<file path="src/rtl/pc_ctrl_if.sv">
// pc_ctrl_if: execute-stage / fetch-port connection to the PC and pipeline
// control unit.
//
// Signals
//   jump_en_i    redirect request from execute
//   jump_addr_i  redirect target from execute (low two bits dropped by pc_ctrl)
//   hold_flag_i  stall request from execute
//   bus_stall_i  stall request from the instruction fetch port
//   pc_o         current fetch address (registered)
//   flush_o      IF/ID and ID/EX load NOP at the next edge
//   hold_o       PC and IF/ID keep their value at the next edge
//   misalign_o   one-cycle pulse: accepted redirect target was not word aligned
//
// Modports
//   master  requester side (execute stage / fetch port / testbench)
//   slave   pc_ctrl side
interface pc_ctrl_if;
    logic        jump_en_i;
    logic [31:0] jump_addr_i;
    logic        hold_flag_i;
    logic        bus_stall_i;
    logic [31:0] pc_o;
    logic        flush_o;
    logic        hold_o;
    logic        misalign_o;

    modport master (
        output jump_en_i,
        output jump_addr_i,
        output hold_flag_i,
        output bus_stall_i,
        input  pc_o,
        input  flush_o,
        input  hold_o,
        input  misalign_o
    );

    modport slave (
        input  jump_en_i,
        input  jump_addr_i,
        input  hold_flag_i,
        input  bus_stall_i,
        output pc_o,
        output flush_o,
        output hold_o,
        output misalign_o
    );
endinterface

</file>
<file path="src/rtl/pc_ctrl.sv">
// pc_ctrl: program counter and pipeline control for the RV32I pipeline.
//
// Owns the fetch PC, redirects it on accepted jumps, squashes wrong-path
// instructions in IF/ID and ID/EX for FLUSH_CYCLES cycles per redirect, and
// freezes PC / IF/ID on stall requests.
//
// Parameters
//   RESET_ADDR    PC value loaded on reset
//   FLUSH_CYCLES  cycles flush_o stays high per redirect, including the
//                 redirect cycle itself (1..15)
//
// Ports
//   clk   clock, all state updates on the rising edge
//   rst   synchronous active-high reset
//   bus   pc_ctrl_if slave modport (jump/hold/stall in, pc/flush/hold/misalign out)
//
// State
//   pc_q        fetch address
//   flush_cnt   remaining flush cycles after the redirect cycle; nonzero = busy
//   misalign_q  registered misalignment pulse
module pc_ctrl #(
    parameter logic [31:0] RESET_ADDR   = 32'h0000_0000,
    parameter int unsigned FLUSH_CYCLES = 2
) (
    input  logic      clk,
    input  logic      rst,
    pc_ctrl_if.slave  bus
);

    localparam logic [3:0] FLUSH_LOAD = 4'(FLUSH_CYCLES - 1);

    logic [31:0] pc_q;
    logic [3:0]  flush_cnt;
    logic        misalign_q;

    logic        busy;
    logic        jump_acc;
    logic        stall;
    logic [31:0] jump_tgt;
    logic        jump_misaligned;

    assign busy = (flush_cnt != 4'd0);

    // Jumps arriving inside the flush window come from squashed wrong-path
    // instructions and must not redirect again.
    assign jump_acc = bus.jump_en_i & ~busy & ~rst;

    // A redirect beats a stall in the same cycle: the stalled instruction is
    // on the wrong path anyway.
    assign stall = (bus.hold_flag_i | bus.bus_stall_i) & ~jump_acc & ~rst;

    assign jump_tgt        = {bus.jump_addr_i[31:2], 2'b00};
    assign jump_misaligned = |bus.jump_addr_i[1:0];

    always_ff @(posedge clk) begin
        if (rst) begin
            pc_q       <= RESET_ADDR;
            flush_cnt  <= 4'd0;
            misalign_q <= 1'b0;
        end else begin
            if (jump_acc) begin
                pc_q <= jump_tgt;
            end else if (!stall) begin
                pc_q <= pc_q + 32'd4;
            end

            // The window keeps counting through stalls so a long hold cannot
            // stretch the squash period.
            if (jump_acc) begin
                flush_cnt <= FLUSH_LOAD;
            end else if (busy) begin
                flush_cnt <= flush_cnt - 4'd1;
            end else begin
                flush_cnt <= 4'd0;
            end

            misalign_q <= jump_acc & jump_misaligned;
        end
    end

    assign bus.pc_o       = pc_q;
    // Combinational in the redirect cycle so the wrong-path instruction
    // already in IF/ID is squashed at the very edge that redirects PC.
    assign bus.flush_o    = ~rst & (jump_acc | busy);
    // Still asserted during a flush so PC freezes while the pipe loads NOPs.
    assign bus.hold_o     = stall;
    assign bus.misalign_o = misalign_q;

endmodule

</file>
<file path="src/flat_wrapper.sv">
// flat-port wrapper written by rule: the top's interface ports become plain ports
module pc_ctrl_flat 
#(
    parameter logic [31:0] RESET_ADDR   = 32'h0000_0000,
    parameter int unsigned FLUSH_CYCLES = 2
)
  (clk, rst, bus_jump_en_i, bus_jump_addr_i, bus_hold_flag_i, bus_bus_stall_i, bus_pc_o, bus_flush_o, bus_hold_o, bus_misalign_o);
  pc_ctrl_if bus_i ();
  input  logic clk;
  input  logic rst;
  input wire logic [$bits(bus_i.jump_en_i)-1:0] bus_jump_en_i;
  input wire logic [$bits(bus_i.jump_addr_i)-1:0] bus_jump_addr_i;
  input wire logic [$bits(bus_i.hold_flag_i)-1:0] bus_hold_flag_i;
  input wire logic [$bits(bus_i.bus_stall_i)-1:0] bus_bus_stall_i;
  output wire logic [$bits(bus_i.pc_o)-1:0] bus_pc_o;
  output wire logic [$bits(bus_i.flush_o)-1:0] bus_flush_o;
  output wire logic [$bits(bus_i.hold_o)-1:0] bus_hold_o;
  output wire logic [$bits(bus_i.misalign_o)-1:0] bus_misalign_o;
  assign bus_i.jump_en_i = bus_jump_en_i;
  assign bus_i.jump_addr_i = bus_jump_addr_i;
  assign bus_i.hold_flag_i = bus_hold_flag_i;
  assign bus_i.bus_stall_i = bus_bus_stall_i;
  assign bus_pc_o = bus_i.pc_o;
  assign bus_flush_o = bus_i.flush_o;
  assign bus_hold_o = bus_i.hold_o;
  assign bus_misalign_o = bus_i.misalign_o;
  pc_ctrl #(.RESET_ADDR(RESET_ADDR), .FLUSH_CYCLES(FLUSH_CYCLES)) u_core (.clk(clk), .rst(rst), .bus(bus_i));
endmodule
</file>
<file path="config.mk">
export PLATFORM = sky130hd
export DESIGN_NAME = pc_ctrl_flat
export DESIGN_NICKNAME = d
export VERILOG_FILES = /design/src/rtl/pc_ctrl_if.sv /design/src/rtl/pc_ctrl.sv /design/src/flat_wrapper.sv
export SDC_FILE = /design/constraint.sdc
export NUM_CORES = 1
export LEC_CHECK = 0
export CAP_MARGIN = 20
export CORE_MARGIN = 2
export CORE_UTILIZATION = 40
export DETAILED_ROUTE_END_ITERATION = 10
export PLACE_DENSITY = 0.72
export SLEW_MARGIN = 20
export SYNTH_ARGS = -nofsm -noshare
export SYNTH_HDL_FRONTEND = slang
export SYNTH_SLANG_ARGS = --single-unit
</file>
<file path="constraint.sdc">
create_clock -name clk -period 4.6 [get_ports clk]
set_clock_uncertainty 0.2 [all_clocks]
set_input_delay 0.46 -clock clk [delete_from_list [all_inputs] [get_ports clk]]
set_output_delay 0.46 -clock clk [all_outputs]
set_load 0.02 [all_outputs]
</file>
==> run summary, run 1 <==
CTS Buf Count - 5
Initial antenna violation count - 0
Post-Route WL - 5990 um
RSZ-0062 raised after global routing - false
Mapped Cells - 269
Pre-Repair DR Iteration Count - 5
Pre-CTS setup slack - 1.61 ns
Maximum vdd drop - 0.000200 V
PwrDens - 548 nW/um^2
Main synth FF type - dfxtp_1
Full die area - 5810 um^2
First-pass GRT wire length - 10200 um
Crit Path Max Fanout - 21
Least-Margin Pin Slew - 0.864 ns
Required @ worst endpoint - 3.94 ns
Vias - 2302
# nets final - 369
WS Path Type - in2out
Final hold viol count - 0
Syn. warnings - 0
Avg Inst Size Synth - 7.76 um^2
# hold bufs at CTS - 0
Fin crit share - 0.640
Area growth, synth to finish - 39.5%
Final worst slack - 1.66 ns
Ant diodes - 0
Total GRT Usage - 0.210
DRC violations left - 0
Post-route minimum period - 2.94 ns
Crit end category - output pin
H-tree Lvls - 2
WHS - 0.262 ns
Fill count - 487
Status - finished, final reports clean
Worst-path clk slew - 0.07 ns
RePlAce Congestion - 0.774
Yosys reg bits - 35
Post_cts resized - 0
Core area - 5070 um^2
Storage cell area - 701 um^2
WL/cell - 14.9 um
Commonest non-fill, non-tap cell in the layout - clkdlybuf4s50_1
I/O Buffers - 69
WP data arrival - 2.28 ns
Setup violators final - 0
CTS tree - built
Via density per instance - 5.74
Final Instance Area - 2910 um^2
Number of global-route vias before repair - 2133
Share of synthesized flip-flops with an asynchronous set or reset - 0
Pins Over Slew Limit - 0
Row cnt - 26
Grt total ovfl - 0
Postcts setup bufs - 0
Largest net degree at the start of global routing - 36
IO Count - 72
CTS max path bufs - 2
Fin Setup TNS - 0 ns
Met3 Usage GRT - 0.0545
Hold crit path type - reg2reg
CP Launch Type - input pin
Clock sink count - 35
Routed Antenna Nets - 0
Multi-input gate area - 1300 um^2
Post-synthesis sequential area ratio - 0.336
Post-Syn Area - 2090 um^2
Rel. slew slack - 0.417
Die Wd - 76.3 um
Leakage power total - 0.000938 uW
Ratio of cells with drive above 1 in the final layout - 0.0453
Skew-Pair Late Insertion Delay - 0.28 ns
Met1 Usage GRT - 0.288
Max-Cap Viols - 0
Die Y - 76.3 um
Starting DRC count in detailed routing - 110
DP Area - 2810 um^2
Most frequent cells in the layout - clkdlybuf4s50_1, nor2_1, dfxtp_1
Netlist cell types - 44
Finished Core Util - 0.574
Max Clk Rate - 340 MHz
Initial Util - 0.411
Root Buffer - clkbuf_8
Post-synth EDFFs - 0
DP HPWL - 4360 um
Busiest grt layer - met2
Met2 Usage GRT - 0.333
[Yosys cell counts (all sizes together), types with 5 or more instances]
master  count  area share
a211oi      9       0.032
a311oi     11       0.046
and4        5       0.021
buf         7       0.017
clkbuf     11       0.020
dfxtp      35        0.34
inv         5      0.0090
nand2      18       0.032
nand3      18       0.043
nand4       9       0.030
nor2       36       0.065
nor3        5       0.012
nor4       20       0.060
o21ai      11       0.026
o31a        6       0.025
or3         8       0.024
or4         9       0.032
[critical path, cell delays in order]
cell,delay (ns)
clkdlybuf4s50_1,0.82
nor3_1,0.35
clkdlybuf4s50_1,0.65
[layer usage]
| metal | share of wire | wire, um | vias up |
|---|---|---|---|
| met5 | 0 | 0 | - |
| met4 | 0.013 | 76 | 0 |
| met3 | 0.070 | 420 | 9 |
| met2 | 0.46 | 2730 | 92 |
| met1 | 0.46 | 2770 | 1046 |
| li1 | - | - | 1155 |
[sequential cells by signal, summed over array words and instances, names as in the netlist]
signal and flops:
u_core.flush_cnt 4, u_core.bus.pc_o 30, u_core.bus.misalign_o 1
[metrics by stage]
| step | std cells | power [uW] |
|---|---|---|
| final | 401 | 1600 |
| after global placement | 393 | 1340 |
| after floorplan | 270 | 1030 |
| after CTS | 401 | 1600 |
| after global routing | 401 | 1710 |
| after detailed placement | 393 | 1350 |
[report_power, final]
part	total [uW]	internal, uW	switching, uW
Clock	246	137	109
Combinational	774	378	395
Sequential	577	418	159
[cell families after synthesis]
logic type / synth area share
muxes: 0.00479
other: 0.00180
xor gates and xnor gates: 0.0335
adders and majority gates: 0.0120
DFF: 0.336
and+or+nand+nor: 0.384
AOI/OAI and AO/OA: 0.183
buffers and inverters: 0.0455
[path summary, 6_finish.rpt]
kind	startpoint	to	slack, ns	cells past startpoint
max reg2reg	u_core.flush_cnt[0]	u_core.bus.pc_o[29]	1.94	7
min reg2reg	u_core.flush_cnt[0]	u_core.flush_cnt[0]	0.26	1
max	rst	bus_hold_o	1.66	3
min	u_core.flush_cnt[0]	u_core.flush_cnt[0]	0.26	1
[cell type report]
type / count / area share
multi-input combinational: 212 / 0.447
timing repair buffer: 71 / 0.242
sequential: 35 / 0.240
clock buffer: 8 / 0.0343
tap: 70 / 0.0301
inverter: 5 / 0.00644
Power figures use the tool's default switching activity.
==> run 2, diff against run 1 <==
--- a/config.mk
+++ b/config.mk
@@ -9,7 +9,7 @@
 export CORE_MARGIN = 2
 export CORE_UTILIZATION = 40
 export DETAILED_ROUTE_END_ITERATION = 10
-export PLACE_DENSITY = 0.72
+export PLACE_DENSITY = 0.75
 export SLEW_MARGIN = 20
 export SYNTH_ARGS = -nofsm -noshare
 export SYNTH_HDL_FRONTEND = slang
==> constraint.sdc (replaced) <==
create_clock -name clk -period 2.7 [get_ports clk]
set_clock_uncertainty 0.2 [all_clocks]
set_input_delay 0.27 -clock clk [delete_from_list [all_inputs] [get_ports clk]]
set_output_delay 0.27 -clock clk [all_outputs]
set_load 0.02 [all_outputs]
==> run 2 against run 1 <==
Global-route usage hardly changed. Clock power grew 72%. Cell count grew 2.7%. Via count up 3.8%. Total power increased by 73%. First-iteration DRC count up 25%. Combinational power is 76% higher. Largest power group unchanged.
==> run summary, run 2 (same netlist as run 1, synthesis figures left out) <==
Routed Antenna Nets - 0 (unchanged)
Required @ worst endpoint - 2.23 ns (was 3.94 ns)
Post_cts resized - 0 (unchanged)
WS Path Type - reg2out (was in2out)
Area growth, synth to finish - 43.6% (was 39.5%)
Number of global-route vias before repair - 2192 (was 2133)
Int Pwr - 1620 uW (was 933 uW)
Sequential power share - 0.357 (was 0.361)
DP HPWL - 4550 um (was 4360 um)
IO Count - 72 (unchanged)
DRC violations left - 0 (unchanged)
Cells along the critical path - inv_1 > ha_1 > and4bb_2 > nor3_1 > clkdlybuf4s50_1 (was clkdlybuf4s50_1 > nor3_1 > clkdlybuf4s50_1)
Post-Route WL - 6190 um (was 5990 um)
Hold crit path type - reg2reg (unchanged)
# hold bufs at CTS - 0 (unchanged)
Clk pwr share - 0.152 (was 0.154)
Status - finished, final reports clean (unchanged)
Grt total ovfl - 0 (unchanged)
Total GRT Usage - 0.211 (was 0.210)
CTS Buf Count - 5 (unchanged)
Max stage delay cell, worst path - clkdlybuf4s50_1 (unchanged)
Max reg flops - 30 (unchanged)
Slowest stage delay, CP - 0.64 ns (was 0.82 ns)
Vias - 2390 (was 2302)
Ratio of cells with drive above 1 in the final layout - 0.0760 (was 0.0453)
Sw Share - 0.416 (about the same)
Fin crit share - 0.934
Crit end category - output pin (unchanged)
R2r setup slk - 0.29 ns (was 1.94 ns)
Worst-path clk slew - 0.07 ns (about the same)
Ant diodes - 0 (unchanged)
RSZ-0062 raised after global routing - false (unchanged)
Crit Path Max Fanout - 6 (was 21)
Crit path from - u_core.flush_cnt[0] (was rst)
CTS tree - built (unchanged)
Full die area - 5810 um^2 (unchanged)
WHS - 0.252 ns (was 0.262 ns)
Highest Signal Layer - met4 (unchanged)
Postcts setup bufs - 0 (unchanged)
WP data arrival - 2.05 ns (was 2.28 ns)
Leakage power total - 0.00100 uW (was 0.000938 uW)
Pre-Repair DR Iteration Count - 4 (was 5)
Rel. slew slack - 0.650 (was 0.417)
Root Buffer - clkbuf_8 (unchanged)
Die Y - 76.3 um (unchanged)
Pre-CTS setup slack - 0.0643 ns (was 1.61 ns)
WL/cell - 15.0 um (was 14.9 um)
Initial antenna violation count - 0 (unchanged)
Reg2reg start - u_core.bus.pc_o[7] (was u_core.flush_cnt[0])
Maximum vdd drop - 0.000352 V (was 0.000200 V)
Row cnt - 26 (unchanged)
Via density per instance - 5.80 (was 5.74)
Initial Util - 0.411 (unchanged)
Skew-Pair Late Insertion Delay - 0.29 ns (was 0.28 ns)
Clock sink count - 35 (unchanged)
CTS max path bufs - 2 (unchanged)
Met3 Wirelength - 407 um (was 420 um)
Final worst slack - 0.179 ns (was 1.66 ns)
Fill count - 491 (was 487)
Commonest non-fill, non-tap cell in the layout - clkdlybuf4s50_1 (unchanged)
Wire length on met2 - 2880 um (was 2730 um)
Psw - 1150 uW (was 663 uW)
Worst reg2reg path depth - 4 (was 7)
Multi-input gate area - 1300 um^2 (unchanged)
Core area - 5070 um^2 (unchanged)
H-tree Lvls - 2 (unchanged)
Least-Margin Pin Slew - 0.520 ns (was 0.864 ns)
I/O Buffers - 69 (unchanged)
Setup violators final - 0 (unchanged)
Largest net degree at the start of global routing - 23 (was 36)
Final hold viol count - 0 (unchanged)
Max-Cap Viols - 0 (unchanged)
Storage cell area - 701 um^2 (unchanged)
Max Clk Rate - 397 MHz
R2R Path End - u_core.bus.pc_o[28] (was u_core.bus.pc_o[29])
M1 WL - 2800 um (was 2770 um)
RePlAce Congestion - 0.810 (was 0.774)
Pins Over Slew Limit - 0 (unchanged)
Hold path startpoint - u_core.flush_cnt[0] (unchanged)
Starting DRC count in detailed routing - 138 (was 110)
Hold path endpoint - u_core.flush_cnt[0] (unchanged)
Fin Setup TNS - 0 ns (unchanged)
# nets final - 380 (was 369)
PwrDens - 923 nW/um^2 (was 548 nW/um^2)
Hold path depth - 1 (unchanged)
Most frequent cells in the layout - clkdlybuf4s50_1, nor2_1, dfxtp_1 (unchanged)
Comb power frac - 0.491 (was 0.485)
CP Launch Type - register (was input pin)
Post-route minimum period - 2.52 ns
First-pass GRT wire length - 10300 um (was 10200 um)
Die Wd - 76.3 um (unchanged)
## run 2: cell types whose count changed in the layout (fill, tap and decap cells not counted), sizes merged
cell,before,now
buf,2,13
dlymetal6s2s,0,1
clkdlybuf4s50,69,68
## run 2: worst max-delay path by stage
| stage | end | slack (ns) |
|---|---|---|
| 2_1_floorplan | u_core.bus.pc_o[23] | 0.28 |
| 3_3_place_gp | u_core.bus.pc_o[15] | 0.11 |
| 3_5_place_dp | u_core.bus.pc_o[15] | 0.06 |
| 4_1_cts | bus_flush_o | 0.08 |
| 5_1_grt | bus_hold_o | 0.11 |
| 6_report | bus_hold_o | 0.18 |
## run 2: power groups by stage
stage | sequential, uW | combinational, uW | clock (uW)
after floorplan | 1130 | 622 | 0
after global placement | 988 | 1340 | 0
after detailed placement | 993 | 1350 | 0
after CTS | 983 | 1360 | 424
after global routing | 1020 | 1480 | 441
final | 988 | 1360 | 422
## run 2: through the flow
stage / std cells / power, uW / area, um^2 / utilization
after floorplan: 270 / 1750 / 2090 / -
after global routing: 412 / 2940 / 3000 / 0.591
after global placement: 404 / 2330 / 2900 / 0.571
after detailed placement: 404 / 2350 / 2900 / 0.571
after CTS: 412 / 2770 / 3000 / 0.590
final: 412 / 2770 / 3000 / 0.591
## run 2: final cells by class
type,instances,share of cell area
Multi-Input combinational cell,212,0.434
Sequential cell,35,0.234
Timing Repair Buffer,82,0.264
Clock buffer,8,0.0334
Tap cell,70,0.0292
Inverter,5,0.00626
## run 2: layer usage
metal | up-vias | global-route usage
met4 | 0 | 0.0618
met3 | 12 | 0.0557
li1 | 1180 | -
met1 | 1112 | 0.274
met5 | - | 0
met2 | 86 | 0.343
## run 2: worst max-delay path: cells and delay by family, from the launching register on
kind | cells | cell delay (ns)
AND/OR/NAND/NOR | 2 | 0.47
flip-flops | 1 | 0.34
adder cells (fa/ha/maj) | 1 | 0.26
buffers and inverters | 2 | 0.69
